File: config.mk
export PLATFORM = sky130hd
export DESIGN_NAME = alu_result_stage
export DESIGN_NICKNAME = d
export VERILOG_FILES = /design/src/rtl/alu_result_stage.sv
export SDC_FILE = /design/constraint.sdc
export NUM_CORES = 1
export LEC_CHECK = 0
export CAP_MARGIN = 25
export CELL_PAD_IN_SITES_DETAIL_PLACEMENT = 1
export CELL_PAD_IN_SITES_GLOBAL_PLACEMENT = 1
export CORE_ASPECT_RATIO = 2
export CORE_MARGIN = 10
export CORE_UTILIZATION = 28
export DETAILED_ROUTE_END_ITERATION = 8
export PLACE_DENSITY = 0.73
export SKIP_CTS_REPAIR_TIMING = 1
export SYNTH_ARGS = -nofsm -noshare
export SYNTH_HDL_FRONTEND = slang
export SYNTH_SLANG_ARGS = --single-unit
export TNS_END_PERCENT = 10
File: constraint.sdc
create_clock -name clk -period 1.9 [get_ports clk]
set_input_delay 0.38 -clock clk [delete_from_list [all_inputs] [get_ports clk]]
set_output_delay 0.38 -clock clk [all_outputs]
set_load 0.01 [all_outputs]
File: src/rtl/alu_result_stage.sv
// alu_result_stage
//   Registered output stage behind the 32-bit AND/OR units and the adder/subtractor.
//   Picks the result for alu_op, derives SLT/NOR and the zero/illegal (and optionally
//   overflow) flags, and hands the result downstream over valid/ready. A main+skid
//   register pair keeps in_ready registered, so downstream stalls never reach the ALU
//   combinationally.
//
//   Optional feature macro: ALU_OVF_FLAG_EN (adds the ovf port and per-entry ovf storage).
//
// Ports
//   clk, rst_n          rising-edge clock, synchronous active-low reset
//   in_valid/in_ready   upstream handshake (in_ready registered)
//   alu_op              000 AND, 001 OR, 010 ADD, 110 SUB, 111 SLT, 100 NOR
//   and_r/or_r/add_r/sub_r, a_msb/b_msb   unit results and operand sign bits
//   out_valid/out_ready downstream handshake
//   R, zero, illegal    selected result and flags
//   ovf                 signed overflow (ALU_OVF_FLAG_EN only)
module alu_result_stage #(
    parameter int W = 32
) (
    input  logic         clk,
    input  logic         rst_n,
    input  logic         in_valid,
    output logic         in_ready,
    input  logic [2:0]   alu_op,
    input  logic [W-1:0] and_r,
    input  logic [W-1:0] or_r,
    input  logic [W-1:0] add_r,
    input  logic [W-1:0] sub_r,
    input  logic         a_msb,
    input  logic         b_msb,
    output logic         out_valid,
    input  logic         out_ready,
    output logic [W-1:0] R,
    output logic         zero,
    output logic         illegal
`ifdef ALU_OVF_FLAG_EN
    ,
    output logic         ovf
`endif
);

    typedef enum logic [1:0] {
        EMPTY,
        ONE,
        TWO
    } state_t;

    state_t       state, state_nxt;

    logic [W-1:0] sel_r;
    logic         sel_zero;
    logic         sel_illegal;
    logic         ovf_sub;
    logic         accept;
    logic         emit;

    logic [W-1:0] skid_r;
    logic         skid_zero;
    logic         skid_illegal;
`ifdef ALU_OVF_FLAG_EN
    logic         ovf_add;
    logic         sel_ovf;
    logic         skid_ovf;
`endif

    // Result select and flag derivation
    always_comb begin
        ovf_sub = (a_msb != b_msb) && (sub_r[W-1] != a_msb);
`ifdef ALU_OVF_FLAG_EN
        ovf_add = (a_msb == b_msb) && (add_r[W-1] != a_msb);
        sel_ovf = 1'b0;
`endif
        sel_r       = '0;
        sel_illegal = 1'b0;
        case (alu_op)
            3'b000: sel_r = and_r;
            3'b001: sel_r = or_r;
            3'b010: begin
                sel_r = add_r;
`ifdef ALU_OVF_FLAG_EN
                sel_ovf = ovf_add;
`endif
            end
            3'b110: begin
                sel_r = sub_r;
`ifdef ALU_OVF_FLAG_EN
                sel_ovf = ovf_sub;
`endif
            end
            3'b100: sel_r = ~or_r;
            // Sign of A-B is wrong exactly when the subtraction overflowed
            3'b111: sel_r = {{(W-1){1'b0}}, sub_r[W-1] ^ ovf_sub};
            default: sel_illegal = 1'b1;
        endcase
        sel_zero = (sel_r == '0);
    end

    // Buffer occupancy
    always_comb begin
        accept    = in_valid && in_ready;
        emit      = out_valid && out_ready;
        state_nxt = state;
        case (state)
            EMPTY: if (accept) state_nxt = ONE;
            ONE: begin
                if (accept && !emit)      state_nxt = TWO;
                else if (!accept && emit) state_nxt = EMPTY;
            end
            TWO: if (emit) state_nxt = ONE;
            default: state_nxt = EMPTY;
        endcase
    end

    // Main entry drives the outputs directly; skid only holds the second beat
    always_ff @(posedge clk) begin
        if (!rst_n) begin
            state        <= EMPTY;
            in_ready     <= 1'b1;
            out_valid    <= 1'b0;
            R            <= '0;
            zero         <= 1'b1;
            illegal      <= 1'b0;
            skid_r       <= '0;
            skid_zero    <= 1'b1;
            skid_illegal <= 1'b0;
`ifdef ALU_OVF_FLAG_EN
            ovf          <= 1'b0;
            skid_ovf     <= 1'b0;
`endif
        end else begin
            state     <= state_nxt;
            in_ready  <= (state_nxt != TWO);
            out_valid <= (state_nxt != EMPTY);

            if (state == TWO) begin
                if (emit) begin
                    R       <= skid_r;
                    zero    <= skid_zero;
                    illegal <= skid_illegal;
`ifdef ALU_OVF_FLAG_EN
                    ovf     <= skid_ovf;
`endif
                end
            end else if (accept && (state == EMPTY || emit)) begin
                R       <= sel_r;
                zero    <= sel_zero;
                illegal <= sel_illegal;
`ifdef ALU_OVF_FLAG_EN
                ovf     <= sel_ovf;
`endif
            end

            if (state == ONE && accept && !emit) begin
                skid_r       <= sel_r;
                skid_zero    <= sel_zero;
                skid_illegal <= sel_illegal;
`ifdef ALU_OVF_FLAG_EN
                skid_ovf     <= sel_ovf;
`endif
            end
        end
    end

endmodule

Yosys cells after proc, flatten, opt, wreduce, memory -nomap -nowiden
Index checks and enable logic that the tools add are counted.
{"block": "op_classes", "n_eq_ne": 11, "mux": 16, "bitwise_logic": 2, "reduce_logical": 18}
{"cell": "one-hot mux 32 bit (6 select lines)", "n": 1}
{"cell": "2-to-1 mux 32 bit", "n": 3}
{"cell": "logical NOT 32 bit", "n": 1}
{"cell": "inverter 32 bit", "n": 1}
{"cell": "equality test 3 bit, second input constant", "n": 3}
{"cell": "logical AND 1 bit", "n": 8}
{"cell": "2-to-1 mux 2 bit", "n": 4}
{"cell": "2-to-1 mux 1 bit", "n": 7}
{"cell": "one-hot mux 2 bit (3 select lines)", "n": 1}
{"cell": "OR reduction 6 bit", "n": 1}
{"cell": "inequality test 2 bit, second input constant", "n": 2}
{"cell": "nonzero test 2 bit", "n": 2}
{"cell": "equality test 3 x 1 -> 1 bit, second input constant", "n": 1}
{"cell": "equality test 3 x 2 -> 1 bit, second input constant", "n": 1}
{"cell": "logical NOT 3 bit", "n": 1}
{"cell": "equality test 2 x 1 -> 1 bit, second input constant", "n": 1}
{"cell": "equality test 2 bit, second input constant", "n": 1}
{"cell": "logical NOT 1 bit", "n": 2}
{"cell": "logical NOT 2 bit", "n": 1}
{"cell": "inequality test 1 bit", "n": 2}
{"cell": "AND reduction 2 bit", "n": 1}
{"cell": "logical OR 1 bit", "n": 1}
{"cell": "XOR 1 bit", "n": 1}
{"block": "word_totals", "regBits": 72, "in_bits": 137, "out_inout_bits": 36, "wordCells": 56}

Logic depth before layout (Yosys ltp)
Gate-level depths: netlist (run 1).
{"block": "logic_depth", "ltp_word": 7, "ltp_mapped": 10}

Worst setup path before layout (run 1)
Ideal clock, no wire load.
{"block": "synth_path", "path_kind": "input-to-reg", "startpoint": "input port alu_op[1]", "endpoint": "register skid_zero", "setup_ns": 0.087, "t_arrival_ns": 1.887, "required_ns": 1.813, "path_slack_ns": -0.074, "cell_stages": 9, "path_cell_list": "buf_6 -> buf_6 -> buf_2 -> mux2i_1 -> nor2_1 -> a221o_1 -> nor4_1 -> nand4_1 -> o31ai_1"}
{"block": "synth_via", "elab_chain_len": 3}
{"element": "start: declaration", "line_no": "25", "text": "input logic [2:0] alu_op,"}
{"element": "equality test 3 bit (tied with other cells)", "line_no": "76", "text": "case (alu_op)"}
{"element": "one-hot mux 32 bit (6 select lines) *", "line_no": "76"}
{"element": "logical NOT 32 bit *", "line_no": "96", "text": "sel_zero = (sel_r == '0);"}
{"element": "end signal: assignment", "line_no": "156", "text": "skid_zero <= sel_zero;"}
{"element": "end: declaration", "line_no": "59", "text": "logic skid_zero;"}
Every way passes the cells marked *; elsewhere a longest branch is shown, timed or not.
A chain may end at the register's enable or synchronous reset.

Worst setup path after layout (run 1)
{"block": "layout_path", "startpoint": "input port and_r[25]", "endpoint": "register skid_zero"}
{"block": "layout_via", "elab_chain_len": 2}
{"element": "start: declaration", "line_no": "26", "text": "input logic [W-1:0] and_r,"}
{"element": "one-hot mux 32 bit (6 select lines)", "line_no": "76"}
{"element": "logical NOT 32 bit", "line_no": "96"}
No other way between the ends.

==> results of run 1 <==
-- per-stage QoR --
step	total power [uW]	area [um2]	cells	setup slack [ns]	setup TNS (ns)
floorplan	2650	4520	571	-0.0443	-0.0882
global placement	3650	7160	1000	-0.771	-24.91
detailed placement	3730	7160	1000	-0.819	-28.57
CTS	5210	7410	1014	-0.510	-7.09
global route	5540	7860	1021	-0.0921	-0.189
finish	5280	7860	1022	-0.00180	-0.00180
-- cells by family after synthesis --
kind of cell    after synthesis  synth area share, %
compound gates              189                 30.0
xor+xnor                      1                0.194
fa+ha+maj                     1                0.222
buf+inv                      71                 7.25
flops                        72                 32.0
mux                          23                 8.38
simple gates                214                 22.0
-- routing by layer --
layer | global-route usage (%) | up-vias
met5 | 0 | -
met4 | 11.8 | 0
met1 | 18.2 | 2728
li1 | - | 2616
met2 | 37.9 | 233
met3 | 3.58 | 96
-- power groups by stage --
stage	clock [uW]	combinational, uW	sequential, uW
final	1480	1990	1810
after global routing	1580	2130	1830
after CTS	1500	1900	1810
after detailed placement	0	1890	1840
after global placement	0	1820	1830
after floorplan	0	791	1860
-- synth_stat cells, types with 12 or more instances --
cell type,instances,share of area (%)
a22oi_1,28,4.7
dfxtp_1,72,32
nor2b_1,12,1.7
clkbuf_1,29,2.4
o211ai_1,15,2.5
nor2_1,105,8.7
nand2b_1,15,2.1
a21oi_1,25,2.8
inv_1,15,1.2
nand2_1,32,2.7
nor3_1,15,1.7
a211oi_1,57,9.5
buf_2,15,1.7
-- tightest hold or removal path: stages (launching register included) --
cell	delay, ns
dfxtp_1	0.33
nand2_1	0.06
a21oi_1	0.06
-- area by class of cell --
class,instances,area share (%)
well taps,201,3.20
repair buffers,287,36.3
inverters,18,0.971
diodes,2,0.0636
clock inverters,1,0.0636
multi-input cells,428,37.9
flip-flops and latches,72,18.3
clock buffers,13,3.18
-- sequential cells by signal, summed over array words and instances (netlist names) --
| register | count |
|---|---|
| zero | 1 |
| illegal | 1 |
| skid_illegal | 1 |
| skid_zero | 1 |
| R | 32 |
| state | 2 |
| out_valid | 1 |
| in_ready | 1 |
| skid_r | 32 |
-- worst min path at each step --
stage                         start  cells past startpoint        end  slack [ns]
final                     skid_r[0]                      2  skid_r[0]        0.50
after global routing      skid_r[0]                      2  skid_r[0]        0.51
after detailed placement  skid_r[0]                      2  skid_r[0]        0.47
after floorplan           skid_r[0]                      2  skid_r[0]        0.44
after global placement    skid_r[0]                      2  skid_r[0]        0.44
after CTS                 skid_r[0]                      2  skid_r[0]        0.47
==> run_results.csv, run 1 <==
group,metric,value,unit
setup_path,crit_end,"skid_zero",
setup_path,cp.required,2.14,ns
clocking,htree_levels,3,
detailed_routing,route.layer.met1.wl,7420,um
timing,skew,0.00254,ns
timing,slew_headroom,68.6,%
detailed_routing,ant_nets,0,
die,die_w,110,um
synth,post_synth_inst_count,571,
die,dieHeight,199,um
detailed_routing,dr_wl_met3,1270,um
grt,grt_use_total,19.7,%
synth,synth_cell_type_count,54,
setup_path,cp_top_family,"multiplexers",
pwr,sequentialPowerShare,34.3,%
clocking,cts_root_buf,"clkbuf_16",
timing,post-route-worst-setup-slack,-0.00180,ns
pwr,pwr_density_cell,671,nW/um2
setup_path,setup.worst_path.end_class,"flip-flop",
synth,synth_edf_count,0,
layout,leading_cell_types_in_the_layout_fill_and_taps_excluded,"clkdlybuf4s50_1 (127), nor2_1 (103), buf_4 (98)",
grt,grt_max_degree,52,
synth,syn_nets,708,
detailed_routing,drc,0,
grt,globalRoute.totalOverflow,0,
layout,fillerInstances,1863,
die,start_util,28.6,%
synth,yosys_warnings,0,
clocking,cts_tree,"built",
grt,antenna_found_initial,1,
timing,report.final.hold_viol_count,0,
synth,postSynthAreaPerCell,7.89,um2
synth,synth.cell_area,4510,um2
die,num_io_pins,173,
pwr,comb_power_share,37.7,%
synth,post_synthesis_sequential_element_count,72,
layout,combined_area_of_the_multi_input_logic_cells,2980,um2
clocking,worst_setup_hold_path_clk_slew,0.05,ns
setup_path,critical_path.startpoint,"and_r[25]",
die,design.die.area,21900,um2
pwr,sw_frac_of_total,31.0,%
outcome,status,"complete, but fails checks",
setup_path,cp_max_fo,2,
layout,drive_gt1_share,23.1,%
setup_path,critPathLaunchType,"input port",
die,placement_rows,65,
setup_path,crit-reg2reg-launch,"state[1]",
setup_path,r2r_end,"R[9]",
pwr,power.static_leakage,0.00331,uW
clocking,tritoncts.num_buffers,9,
setup_path,cp_cell_sequence,"clkdlybuf4s50_1 > mux2_1 > mux2i_2 > o22ai_1 > nor4_2 > nand4_1 > o31ai_1",
pwr,power.ir.vdd_worst,0.406,mV
timing,worst-slew-pin-transition,0.468,ns
synth,synth_flop_cell,"dfxtp_1",
pwr,cell_int_power,3640,uW
place,numPortBuffers,172,
setup_path,critPathArrivalTime,2.14,ns
clocking,cts_sinks,72,
detailed_routing,vias_per_cell,5.55,
timing,setup_viol,1,
clocking,clk_path_buf_depth,2,
setup_path,slowest_cp_cell,"clkdlybuf4s50_1",
layout,register_area,1440,um2
detailed_routing,detail_route.wirelength,22800,um
layout,flow.area_growth_from_synthesis,74.5,%
die,design.core.area,15800,um2
flow_run,cap_violations,0,
setup_path,cp_num_cells,7,
setup_path,cp.buffers_inverters,1,
synth,synth_sequential_area_ratio,32.0,%
grt,grt_pass1_wl,33800,um
detailed_routing,drt_iter0_markers,197,
layout,layout.cells.most_common,"clkdlybuf4s50_1",
timing,grt_setup_unrepaired,"yes",
pwr,netSwitchingPower,1640,uW
layout,fin_util,49.8,%
grt,grt_pass1_vias,6230,
setup_path,cp_slowest_stage_delay,0.42,ns
detailed_routing,vias,5673,
timing,post-route-period-util,100,%
timing,final_period_minus_worst_setup_slack,1.90,ns
timing,final_max_slew_viol_count,0,
detailed_routing,route.detailed.wl_per_inst,22.3,um
setup_path,criticalPathCategory,"input port to flip-flop",
detailed_routing,routed-wl-met2,12500,um
setup_path,rr_worst_depth,7,
setup_path,regToRegSetupSlack,0.28,ns
detailed_routing,top_signal_layer_used,"met4",
place,gp_congestion,0.957,
layout,net_count_final,953,
outcome,failing_checks,"negative setup slack",
detailed_routing,drt_pre_antenna_iters,4,
timing,clock.fmax,0.526,GHz
timing,final_hold_slack,0.499,ns
worst_hold_path,hold_class,"flip-flop to flip-flop",
clocking,clock_network_latency_to_the_later_pin_of_the_worst_skew_pair,0.33,ns
pwr,p_clk_share,28.0,%
place,place.detailed.hpwl,18400,um
synth,postSynth.asyncResetShare,0,%
Note: power is estimated with default switching activity, not from simulation.
==> run 2: changes to the inputs <==
Settings changed: CORE_UTILIZATION 28 to 29, CTS_BUF_LIST set to sky130_fd_sc_hd__clkbuf_8, PLACE_DENSITY 0.73 to 0.76.
==> run 2 against run 1 <==
  * The flow still finishes with violations (negative setup slack)
  * Non-clock buffer count grew 24
  * Total power shrank 4.2%
  * Die area shrank 3.0%
  * Utilization grew 2.9 points
  * Register-to-register slack is essentially flat
  * Flip-flop and latch count is the same
  * Maximum frequency shrank 0.53%
  * Critical path depth is the same
  * First-iteration DRC count shrank 18%
  * Via count shrank 0.46%
  * Global-route usage grew 0.30 points
  * Critical endpoint unchanged
  * Largest power group unchanged
  * Highest routed layer unchanged
==> run_results.csv, run 2 (synthesis gave the netlist of run 1 again) <==
group,metric,value,unit
worst_hold_path,min_delay_src,"skid_r[0]",
grt,grt_max_degree,52,
pwr,cell_int_power,3430,uW
setup_path,cp.required,2.16,ns
detailed_routing,drt_pre_antenna_iters,4,
setup_path,cp_cell_sequence,"clkdlybuf4s50_1 > nor4_1 > nand2_1 > a32oi_2 > a41o_1 > nand4_1 > o31ai_2",
layout,leading_cell_types_in_the_layout_fill_and_taps_excluded,"clkdlybuf4s50_1 (125), buf_4 (118), nor2_1 (104)",
grt,grt_pass1_vias,6167,
pwr,sw_frac_of_total,32.1,%
layout,layout.cells.most_common,"clkdlybuf4s50_1",
detailed_routing,route.detailed.wl_per_inst,22.0,um
grt,grt_use_total,20.0,%
layout,layout_top_registers,"R: 32 flops, skid_r: 32 flops, state: 2 flops",
detailed_routing,vias_per_cell,5.41,
setup_path,cp_max_fo,2,
detailed_routing,ant_nets,0,
timing,final_period_minus_worst_setup_slack,1.91,ns
layout,drive_gt1_share,26.1,%
clocking,tritoncts.num_buffers,9,
setup_path,crit-reg2reg-launch,"state[1]",
die,num_io_pins,173,
die,design.core.area,15300,um2
layout,fillerInstances,1784,
detailed_routing,drc,0,
detailed_routing,detail_route.wirelength,22900,um
timing,skew,0.00894,ns
die,start_util,29.5,%
timing,final_hold_slack,0.481,ns
clocking,cts_root_buf,"clkbuf_8",
timing,worst-slew-pin-transition,0.450,ns
die,dieHeight,196,um
die,placement_rows,64,
setup_path,critical_path.startpoint,"and_r[9]",
setup_path,critPathArrivalTime,2.17,ns
clocking,htree_levels,3,
clocking,cts_sinks,72,
timing,post-route-worst-setup-slack,-0.0120,ns
pwr,power.static_leakage,0.00348,uW
detailed_routing,drt_iter0_markers,162,
clocking,clk_path_buf_depth,2,
pwr,power.ir.vdd_worst,0.312,mV
place,detailed_place.area,7310,um2
outcome,status,"complete, but fails checks",
layout,net_count_final,977,
timing,clock.fmax,0.523,GHz
clocking,clock_network_latency_to_the_later_pin_of_the_worst_skew_pair,0.35,ns
timing,final_max_slew_viol_count,0,
worst_hold_path,worstHoldPathCells,2,
timing,report.final.hold_viol_count,0,
setup_path,slowest_cp_cell,"clkdlybuf4s50_1",
die,die_w,108,um
timing,slew_headroom,69.9,%
pwr,p_clk_share,23.2,%
pwr,netSwitchingPower,1630,uW
setup_path,setup.worst_path.end_class,"flip-flop",
clocking,cts_tree,"built",
place,numPortBuffers,172,
clocking,worst_setup_hold_path_clk_slew,0.07,ns
outcome,failing_checks,"negative setup slack",
setup_path,r2r_end,"R[19]",
setup_path,rr_worst_depth,7,
grt,grt_pass1_wl,33500,um
flow_run,cap_violations,0,
pwr,comb_power_share,41.0,%
grt,antenna_found_initial,1,
setup_path,criticalPathCategory,"input port to flip-flop",
pwr,pwr_density_cell,627,nW/um2
detailed_routing,vias,5647,
timing,grt_setup_unrepaired,"yes",
setup_path,cp_slowest_stage_delay,0.45,ns
place,place.detailed.hpwl,18600,um
setup_path,regToRegSetupSlack,0.28,ns
timing,setup_viol,1,
layout,final_design_area_no_fill,8070,um2
grt,globalRoute.totalOverflow,0,
setup_path,crit_end,"skid_zero",
place,gp_congestion,0.896,
die,design.die.area,21200,um2
layout,flow.area_growth_from_synthesis,79.1,%
timing,post-route-period-util,101,%
setup_path,critPathLaunchType,"input port",
pwr,sequentialPowerShare,35.7,%
worst_hold_path,hold_class,"flip-flop to flip-flop",
-- run 2: critical path: cells and delay by family --
| kind | cells | cell delay (ns) |
|---|---|---|
| compound gates | 3 | 0.66 |
| buf+inv | 1 | 0.45 |
| simple gates | 3 | 0.68 |
-- run 2: stage by stage --
stage | setup WS (ns) | cells | power (uW) | setup TNS [ns] | util [%]
2_1_floorplan | -0.0443 | 571 | 2650 | -0.0882 | -
6_report | -0.0120 | 1043 | 5060 | -0.0120 | 52.8
3_3_place_gp | -0.833 | 1011 | 3720 | -25.05 | 47.8
3_5_place_dp | -0.880 | 1011 | 3790 | -28.90 | 47.8
5_1_grt | -0.0513 | 1043 | 5340 | -0.0987 | 52.8
4_1_cts | -0.525 | 1026 | 4950 | -6.96 | 49.0
-- run 2: power by group through the flow --
stage               clock, uW  combinational (uW)  sequential, uW
floorplan                   0                 791            1860
global placement            0                1890            1830
detailed placement          0                1950            1840
CTS                      1190                1950            1810
global route             1280                2240            1830
finish                   1170                2080            1810
-- run 2: per-layer routing --
metal	track usage (%)	part of all wire (%)	routed length, um
met5	0	0	0
met1	18.7	33	7650
met2	39.4	58	13200
met3	3.55	4.4	1000
met4	9.40	4.4	1010
-- run 2: worst min-delay path by stage --
stage                endpoint  slack, ns
finish              skid_r[0]       0.48
detailed placement  skid_r[0]       0.48
CTS                 skid_r[0]       0.49
floorplan           skid_r[0]       0.44
global route        skid_r[0]       0.51
global placement    skid_r[0]       0.44
-- run 2: layout make-up --
| type | count | area (um2) | share of cell area, % |
|---|---|---|---|
| Timing Repair Buffer | 311 | 3120 | 38.6 |
| Multi-Input combinational cell | 428 | 3010 | 37.2 |
| Clock buffer | 10 | 138 | 1.71 |
| Inverter | 18 | 72.6 | 0.899 |
| Sequential cell | 72 | 1440 | 17.9 |
| Clock inverter | 5 | 48.8 | 0.605 |
| Tap cell | 198 | 248 | 3.07 |
| Antenna cell | 1 | 2.50 | 0.0310 |
==> run 3: changes to the inputs <==
Settings changed: SLEW_MARGIN set to 10.
==> results of run 3 <==
Final layout, timing and power as in run 2 (identical DEF).
